`config.mk`:
```
export PLATFORM = sky130hd
export DESIGN_NAME = reorder_buffer_flat
export DESIGN_NICKNAME = d
export VERILOG_FILES = /design/src/rtl/reorder_buffer_pkg.sv /design/src/rtl/reorder_buffer_if.sv /design/src/rtl/reorder_buffer.sv /design/src/flat_wrapper.sv
export SDC_FILE = /design/constraint.sdc
export NUM_CORES = 2
export LEC_CHECK = 0
export BUFFER_PORTS_ARGS = -buffer_cell sky130_fd_sc_hd__clkbuf_2
export CORE_UTILIZATION = 30
export CTS_BUF_LIST = sky130_fd_sc_hd__clkbuf_4 sky130_fd_sc_hd__clkbuf_8 sky130_fd_sc_hd__clkbuf_16
export DETAILED_ROUTE_END_ITERATION = 7
export PLACE_DENSITY = 0.45
export REMOVE_ABC_BUFFERS = 1
export SETUP_SLACK_MARGIN = 0.2
export SLEW_MARGIN = 25
export SYNTH_ARGS = -nofsm -noshare
export SYNTH_HDL_FRONTEND = slang
export SYNTH_SLANG_ARGS = --single-unit
```
`constraint.sdc`:
```
create_clock -name clk -period 6.23 [get_ports clk]
set_input_delay 0.623 -clock clk [delete_from_list [all_inputs] [get_ports clk]]
set_output_delay 0.623 -clock clk [all_outputs]
set_load 0.01 [all_outputs]
```
`src/rtl/reorder_buffer_pkg.sv`:
```
// Shared types and constants for the 16-entry reorder buffer.
// Optional build macro used by the top: ROB_CDB_FWD_EN (same-cycle CDB forwarding on query ports).
package rob_pkg;

    localparam int ROB_AW    = 4;
    localparam int ROB_DEPTH = 1 << ROB_AW;

    localparam logic [1:0] ROB_REG    = 2'd0;
    localparam logic [1:0] ROB_BRANCH = 2'd1;
    localparam logic [1:0] ROB_STORE  = 2'd2;
    localparam logic [1:0] ROB_JUMP   = 2'd3;

    typedef struct packed {
        logic        busy;
        logic        ready;
        logic [1:0]  typ;
        logic [4:0]  rd;
        logic [31:0] val;
        logic        pred_taken;
        logic        taken;
        logic [31:0] target;
    } rob_entry_t;

    function automatic logic [ROB_AW-1:0] rob_ptr_inc(input logic [ROB_AW-1:0] ptr);
        return ptr + ROB_AW'(1);
    endfunction

endpackage

```
`src/rtl/reorder_buffer_if.sv`:
```
// Decoder / CDB / commit bundle of the reorder buffer.
// master = decoder-side driver, slave = the reorder buffer itself.
interface reorder_buffer_if;
    import rob_pkg::*;

    logic              alloc_valid;
    logic [1:0]        alloc_type;
    logic [4:0]        alloc_rd;
    logic              alloc_pred_taken;
    logic [ROB_AW-1:0] alloc_id;
    logic              rob_full;

    logic              cdb_valid;
    logic [ROB_AW-1:0] cdb_id;
    logic [31:0]       cdb_val;
    logic              cdb_taken;
    logic [31:0]       cdb_target;

    logic [ROB_AW-1:0] q1_id;
    logic [ROB_AW-1:0] q2_id;
    logic              q1_ready;
    logic              q2_ready;
    logic [31:0]       q1_val;
    logic [31:0]       q2_val;

    logic              commit_config;
    logic [4:0]        rs_to_write_id;
    logic [31:0]       rs_to_write_val;
    logic [ROB_AW-1:0] commit_rob_id;
    logic              store_commit;
    logic              rollback_config;
    logic [31:0]       rollback_pc;

    modport master (
        output alloc_valid, alloc_type, alloc_rd, alloc_pred_taken,
        output cdb_valid, cdb_id, cdb_val, cdb_taken, cdb_target,
        output q1_id, q2_id,
        input  alloc_id, rob_full, q1_ready, q2_ready, q1_val, q2_val,
        input  commit_config, rs_to_write_id, rs_to_write_val, commit_rob_id,
        input  store_commit, rollback_config, rollback_pc
    );

    modport slave (
        input  alloc_valid, alloc_type, alloc_rd, alloc_pred_taken,
        input  cdb_valid, cdb_id, cdb_val, cdb_taken, cdb_target,
        input  q1_id, q2_id,
        output alloc_id, rob_full, q1_ready, q2_ready, q1_val, q2_val,
        output commit_config, rs_to_write_id, rs_to_write_val, commit_rob_id,
        output store_commit, rollback_config, rollback_pc
    );

endinterface

```
`src/rtl/reorder_buffer.sv`:
```
// 16-entry circular reorder buffer: in-order retirement, CDB capture and mispredict rollback.
// Define ROB_CDB_FWD_EN to let the operand query ports see a same-cycle CDB broadcast.
module reorder_buffer
    import rob_pkg::*;
(
    input  logic             clk,
    input  logic             rst_n,
    input  logic             rdy,
    reorder_buffer_if.slave  bus
);

    rob_entry_t        r_rob [ROB_DEPTH];
    logic [ROB_AW-1:0] r_head;
    logic [ROB_AW-1:0] r_tail;
    logic [ROB_AW:0]   r_count;

    rob_entry_t w_head_e;
    rob_entry_t w_new_e;
    logic       w_commit;
    logic       w_alloc;
    logic       w_cdb_hit;
    logic       w_wr_rd;
    logic       w_store;
    logic       w_rollback;

    // Head-entry decode: what retires this cycle and whether it redirects the front end.
    always_comb begin
        w_head_e   = r_rob[r_head];
        w_commit   = rdy & w_head_e.busy & w_head_e.ready;
        w_alloc    = rdy & bus.alloc_valid;
        w_cdb_hit  = rdy & bus.cdb_valid & r_rob[bus.cdb_id].busy;
        w_wr_rd    = 1'b0;
        w_store    = 1'b0;
        w_rollback = 1'b0;
        case (w_head_e.typ)
            ROB_REG:    w_wr_rd = w_commit;
            ROB_BRANCH: w_rollback = w_commit & (w_head_e.taken != w_head_e.pred_taken);
            ROB_STORE:  w_store = w_commit;
            ROB_JUMP: begin
                // Always redirect: covers jalr, whose target is only known at resolve.
                w_wr_rd    = w_commit;
                w_rollback = w_commit;
            end
            default: begin
                w_wr_rd    = 1'b0;
                w_store    = 1'b0;
                w_rollback = 1'b0;
            end
        endcase

        w_new_e            = '0;
        w_new_e.busy       = 1'b1;
        w_new_e.typ        = bus.alloc_type;
        w_new_e.rd         = bus.alloc_rd;
        w_new_e.pred_taken = bus.alloc_pred_taken;
    end

    assign bus.alloc_id        = r_tail;
    assign bus.rob_full        = (r_count >= 5'd15);
    assign bus.commit_config   = w_wr_rd;
    assign bus.rs_to_write_id  = w_wr_rd ? w_head_e.rd : 5'd0;
    assign bus.rs_to_write_val = w_wr_rd ? w_head_e.val : 32'd0;
    assign bus.commit_rob_id   = w_wr_rd ? r_head : 4'd0;
    assign bus.store_commit    = w_store;
    assign bus.rollback_config = w_rollback;
    assign bus.rollback_pc     = w_rollback ? w_head_e.target : 32'd0;

    // Operand lookup, optionally bypassing the CDB of the current cycle.
    always_comb begin
        bus.q1_ready = r_rob[bus.q1_id].ready;
        bus.q1_val   = r_rob[bus.q1_id].val;
        bus.q2_ready = r_rob[bus.q2_id].ready;
        bus.q2_val   = r_rob[bus.q2_id].val;
`ifdef ROB_CDB_FWD_EN
        if (bus.cdb_valid && (bus.cdb_id == bus.q1_id)) begin
            bus.q1_ready = 1'b1;
            bus.q1_val   = bus.cdb_val;
        end else begin
            bus.q1_ready = r_rob[bus.q1_id].ready;
        end
        if (bus.cdb_valid && (bus.cdb_id == bus.q2_id)) begin
            bus.q2_ready = 1'b1;
            bus.q2_val   = bus.cdb_val;
        end else begin
            bus.q2_ready = r_rob[bus.q2_id].ready;
        end
`else
        bus.q1_ready = r_rob[bus.q1_id].ready;
        bus.q2_ready = r_rob[bus.q2_id].ready;
`endif
    end

    // Entry storage, pointers and occupancy; rollback discards same-cycle alloc/CDB.
    always_ff @(posedge clk) begin
        if (!rst_n) begin
            for (int i = 0; i < ROB_DEPTH; i++) begin
                r_rob[i] <= '0;
            end
            r_head  <= 4'd0;
            r_tail  <= 4'd0;
            r_count <= 5'd0;
        end else if (rdy) begin
            if (w_rollback) begin
                for (int i = 0; i < ROB_DEPTH; i++) begin
                    r_rob[i].busy  <= 1'b0;
                    r_rob[i].ready <= 1'b0;
                end
                r_head  <= 4'd0;
                r_tail  <= 4'd0;
                r_count <= 5'd0;
            end else begin
                if (w_cdb_hit) begin
                    r_rob[bus.cdb_id].ready  <= 1'b1;
                    r_rob[bus.cdb_id].val    <= bus.cdb_val;
                    r_rob[bus.cdb_id].taken  <= bus.cdb_taken;
                    r_rob[bus.cdb_id].target <= bus.cdb_target;
                end
                if (w_commit) begin
                    r_rob[r_head].busy  <= 1'b0;
                    r_rob[r_head].ready <= 1'b0;
                    r_head              <= rob_ptr_inc(r_head);
                end
                if (w_alloc) begin
                    r_rob[r_tail] <= w_new_e;
                    r_tail        <= rob_ptr_inc(r_tail);
                end
                case ({w_alloc, w_commit})
                    2'b10:   r_count <= r_count + 5'd1;
                    2'b01:   r_count <= r_count - 5'd1;
                    default: r_count <= r_count;
                endcase
            end
        end
    end

endmodule

```
`src/flat_wrapper.sv`:
```
// flat-port wrapper written by rule: the top's interface ports become plain ports
module reorder_buffer_flat import rob_pkg::*;
  (clk, rst_n, rdy, bus_alloc_valid, bus_alloc_type, bus_alloc_rd, bus_alloc_pred_taken, bus_cdb_valid, bus_cdb_id, bus_cdb_val, bus_cdb_taken, bus_cdb_target, bus_q1_id, bus_q2_id, bus_alloc_id, bus_rob_full, bus_q1_ready, bus_q2_ready, bus_q1_val, bus_q2_val, bus_commit_config, bus_rs_to_write_id, bus_rs_to_write_val, bus_commit_rob_id, bus_store_commit, bus_rollback_config, bus_rollback_pc);
  reorder_buffer_if bus_i ();
  input  logic clk;
  input  logic rst_n;
  input  logic rdy;
  input wire logic [$bits(bus_i.alloc_valid)-1:0] bus_alloc_valid;
  input wire logic [$bits(bus_i.alloc_type)-1:0] bus_alloc_type;
  input wire logic [$bits(bus_i.alloc_rd)-1:0] bus_alloc_rd;
  input wire logic [$bits(bus_i.alloc_pred_taken)-1:0] bus_alloc_pred_taken;
  input wire logic [$bits(bus_i.cdb_valid)-1:0] bus_cdb_valid;
  input wire logic [$bits(bus_i.cdb_id)-1:0] bus_cdb_id;
  input wire logic [$bits(bus_i.cdb_val)-1:0] bus_cdb_val;
  input wire logic [$bits(bus_i.cdb_taken)-1:0] bus_cdb_taken;
  input wire logic [$bits(bus_i.cdb_target)-1:0] bus_cdb_target;
  input wire logic [$bits(bus_i.q1_id)-1:0] bus_q1_id;
  input wire logic [$bits(bus_i.q2_id)-1:0] bus_q2_id;
  output wire logic [$bits(bus_i.alloc_id)-1:0] bus_alloc_id;
  output wire logic [$bits(bus_i.rob_full)-1:0] bus_rob_full;
  output wire logic [$bits(bus_i.q1_ready)-1:0] bus_q1_ready;
  output wire logic [$bits(bus_i.q2_ready)-1:0] bus_q2_ready;
  output wire logic [$bits(bus_i.q1_val)-1:0] bus_q1_val;
  output wire logic [$bits(bus_i.q2_val)-1:0] bus_q2_val;
  output wire logic [$bits(bus_i.commit_config)-1:0] bus_commit_config;
  output wire logic [$bits(bus_i.rs_to_write_id)-1:0] bus_rs_to_write_id;
  output wire logic [$bits(bus_i.rs_to_write_val)-1:0] bus_rs_to_write_val;
  output wire logic [$bits(bus_i.commit_rob_id)-1:0] bus_commit_rob_id;
  output wire logic [$bits(bus_i.store_commit)-1:0] bus_store_commit;
  output wire logic [$bits(bus_i.rollback_config)-1:0] bus_rollback_config;
  output wire logic [$bits(bus_i.rollback_pc)-1:0] bus_rollback_pc;
  assign bus_i.alloc_valid = bus_alloc_valid;
  assign bus_i.alloc_type = bus_alloc_type;
  assign bus_i.alloc_rd = bus_alloc_rd;
  assign bus_i.alloc_pred_taken = bus_alloc_pred_taken;
  assign bus_i.cdb_valid = bus_cdb_valid;
  assign bus_i.cdb_id = bus_cdb_id;
  assign bus_i.cdb_val = bus_cdb_val;
  assign bus_i.cdb_taken = bus_cdb_taken;
  assign bus_i.cdb_target = bus_cdb_target;
  assign bus_i.q1_id = bus_q1_id;
  assign bus_i.q2_id = bus_q2_id;
  assign bus_alloc_id = bus_i.alloc_id;
  assign bus_rob_full = bus_i.rob_full;
  assign bus_q1_ready = bus_i.q1_ready;
  assign bus_q2_ready = bus_i.q2_ready;
  assign bus_q1_val = bus_i.q1_val;
  assign bus_q2_val = bus_i.q2_val;
  assign bus_commit_config = bus_i.commit_config;
  assign bus_rs_to_write_id = bus_i.rs_to_write_id;
  assign bus_rs_to_write_val = bus_i.rs_to_write_val;
  assign bus_commit_rob_id = bus_i.commit_rob_id;
  assign bus_store_commit = bus_i.store_commit;
  assign bus_rollback_config = bus_i.rollback_config;
  assign bus_rollback_pc = bus_i.rollback_pc;
  reorder_buffer u_core (.clk(clk), .rst_n(rst_n), .rdy(rdy), .bus(bus_i));
endmodule
```
==> flow_summary.toml <==
[synth]
synthesis.area_sq_um = 62400
synth_seq_cells = 1217
synth-async-reset-ratio_pct = 0
synth_cell_type_count = 51
ys_warn_count = 0
synth_cells = 6382
synth_ff_type = "dfxtp_1"
ys_seq_area_share_pct = 41.1
syn_avg_cell_area_sq_um = 9.78
synth_edf_count = 128

[final_layout]
fin_cells = 8911
fin_nets = 6184
syn_to_final_growth_pct = 13.2
drive_above_1_share_pct = 22.3
utilization_pct = 34.2
stdcell_area_sq_um = 70700

[placed_design]
place_congestion = 0.801
post-place-ws_ps = 1310
placedCellCount = 8639
dp_hpwl_mm = 143
portBuffers = 236
place_area_sq_um = 65800

[clocking]
clk_pin_slew_ps = 60
cts_sinks = 1217
cts_buffer_depth = 3
post_cts_resized = 0
clkLatencyLatePin_ps = 820
cts_tree = "done"
htreeDepth = 4
numCtsBuffers = 141
post_cts_buffers = 0
root_buffer = "clkbuf_16"
ctsHoldBuffers = 0

[route]
drtAntennaViolNets = 0
totalWireLength_mm = 272
wl_per_cell_microns = 30.5
viasPerCell = 5.95
dr_total_vias = 53000
drt_iter0_markers = 6110
drcViolationCount = 0
first_pass_iters = 6

[timing]
hold_violations = 0
slew_violations = 0
rsz0062_at_grt = "no"
post-route-period-util_pct = 92.2
worstMarginPinSlew_ps = 1110
setup_viol = 0
finalClockSkew_ps = 34.0
max_freq_mhz = 174
holdWs_ps = 216
fin_ws_ps = 487
fin_tns_setup_ps = 0
slew_headroom_pct = 26.0
finalCriticalPeriod_ps = 5740

[die]
initial_core_util_pct = 30.2
num_io_pins = 237
rows = 167
die-area_sq_um = 210000
core_area_sq_um = 207000
die_w_microns = 458
die_h_microns = 458

[pwr]
powerDensity_nw_per_um2 = 247
p_leak_nw = 23.2
p_total_mw = 17.5
vdd_drop_max_mv = 0.292

[worst_setup_path]
cp_max_fo = 31
startpoint_type = "flip-flop"
critPathRequiredTime_ps = 5610
end_kind = "primary output"
path_class = "reg2out"
cp.arrival_ps = 5120
rrSetupSlack_ps = 1310

[global_routing]
antenna_found_initial = 34
grt_pass1_vias = 51600
grt_pass1_wl_mm = 388
track_usage_pct = 25.4
grt_max_degree = 200
overflow = 0

[worst_hold_path]
hold_class = "in2reg"

[job]
maxCapViolCount = 0

[outcome]
status = "complete, no violations"
==> path summary, 6_finish.rpt <==
path,startpoint,to,cells past startpoint
setup / recovery,flip-flop,bus_rollback_pc[2],11
hold reg to reg,u_core.r_rob[12][8]$_SDFFE_PP0P_,u_core.r_rob[12][8]$_SDFFE_PP0P_,2
setup reg to reg,flip-flop,u_core.r_rob[9][67]$_SDFFCE_PN0P_,9
hold / removal,rst_n,u_core.r_rob[10][60]$_SDFFE_PP0P_,3
==> report_power, final <==
group | total (mW) | internal [mW] | switching [mW] | leakage (nW)
clock | 8.82 | 5.12 | 3.69 | 2.42
sequential | 7.95 | 7.94 | 0.0144 | 10.1
combinational | 0.701 | 0.167 | 0.534 | 10.7
total | 17.5 | 13.2 | 4.24 | 23.2
==> worst max-delay path, cell delays in order (launching register included) <==
cell	delay (ps)
dfxtp_4	460
mux4_2	540
mux4_2	520
inv_1	90
ha_2	200
o2111ai_1	100
nor4_1	610
a2111o_2	250
buf_4	580
buf_4	510
and3_1	240
clkbuf_2	130
==> final cells by class <==
class / instances / area [sq um]
well taps: 2704 / 3380
diodes: 15 / 37.5
clock inverters: 70 / 782
clock buffers: 187 / 4060
inverters: 20 / 80.1
repair buffers: 364 / 2980
fillers: 20700 / 136000
flip-flops and latches: 1217 / 25700
multi-input cells: 4334 / 33700
==> logic make-up (layout without fill, tap and decap cells) <==
group | Yosys count | after routing | share of synthesized area (%)
XOR/XNOR | 18 | 18 | 0.252
AO/OA/AOI/OAI | 1141 | 1141 | 9.44
adder cells (fa/ha/maj) | 16 | 16 | 0.333
flip-flops | 1217 | 1217 | 41.1
multiplexers | 700 | 700 | 25.2
other | 0 | 15 | 0
AND/OR/NAND/NOR | 2459 | 2459 | 18.0
buffers and inverters | 831 | 641 | 5.70
==> synth_stat cells, types with 2 or more instances <==
master	n	area (sq um)
inv_1	18	67.6
nand3_1	1051	5260
nor2_1	40	150
buf_2	147	736
a21boi_1	11	82.6
buf_4	68	510
o21ai_0	20	100
nor3_1	12	60.1
buf_1	67	251
a31o_2	6	52.6
nand2_1	1096	4110
nor2b_1	5	31.3
clkinv_1	2	7.51
and2_1	131	820
nand2b_1	19	119
a21boi_0	5	37.5
a31oi_1	4	25.0
xnor2_1	8	70.1
nand3b_1	2	15.0
mux4_2	697	15700
a21oi_1	1064	5330
nor3_2	2	20.0
or2_2	2	12.5
nand4_1	3	18.8
and3_1	83	519
nor4_1	3	18.8
edfxtp_1	128	3840
mux2i_1	2	20.0
dfxtp_1	1089	21800
and4_1	7	61.3
a311oi_1	3	26.3
clkbuf_1	529	1990
ha_1	15	188
a31o_1	4	35.0
o311ai_0	2	17.5
a211oi_1	10	75.1
a21o_1	2	15.0
o22ai_1	3	18.8
xor2_1	10	87.6
==> registers in the layout, indices dropped and copies added (netlist names), named ones only <==
name                 cells
u_core.r_rob          1200
u_core.bus.alloc_id      4
u_core.r_head            4
u_core.r_count           5
==> cell usage in the layout, fill, tap and decap left out, drive strengths merged, types with 19 or more instances in the layout <==
cell    Yosys  layout
a21oi    1065    1065
nor2       40      40
nand2    1096    1096
clkbuf    529     420
edfxtp    128     128
o21ai      21      21
clkinv      2      43
buf       282     131
inv        18      28
mux4      697     697
and2      131     131
nand2b     19      19
and3       83      83
dfxtp    1089    1089
nand3    1051    1051
==> metal layers <==
layer  track usage [%]  part of all wire, %  vias up
met5                 0                0.035        -
met4              11.3                  4.3       14
met3              4.29                  7.5      613
met2              41.8                   48     2587
met1              32.6                   40    27200
li1                  -                    -    22600
No activity file was read; power rests on OpenSTA's default activity.
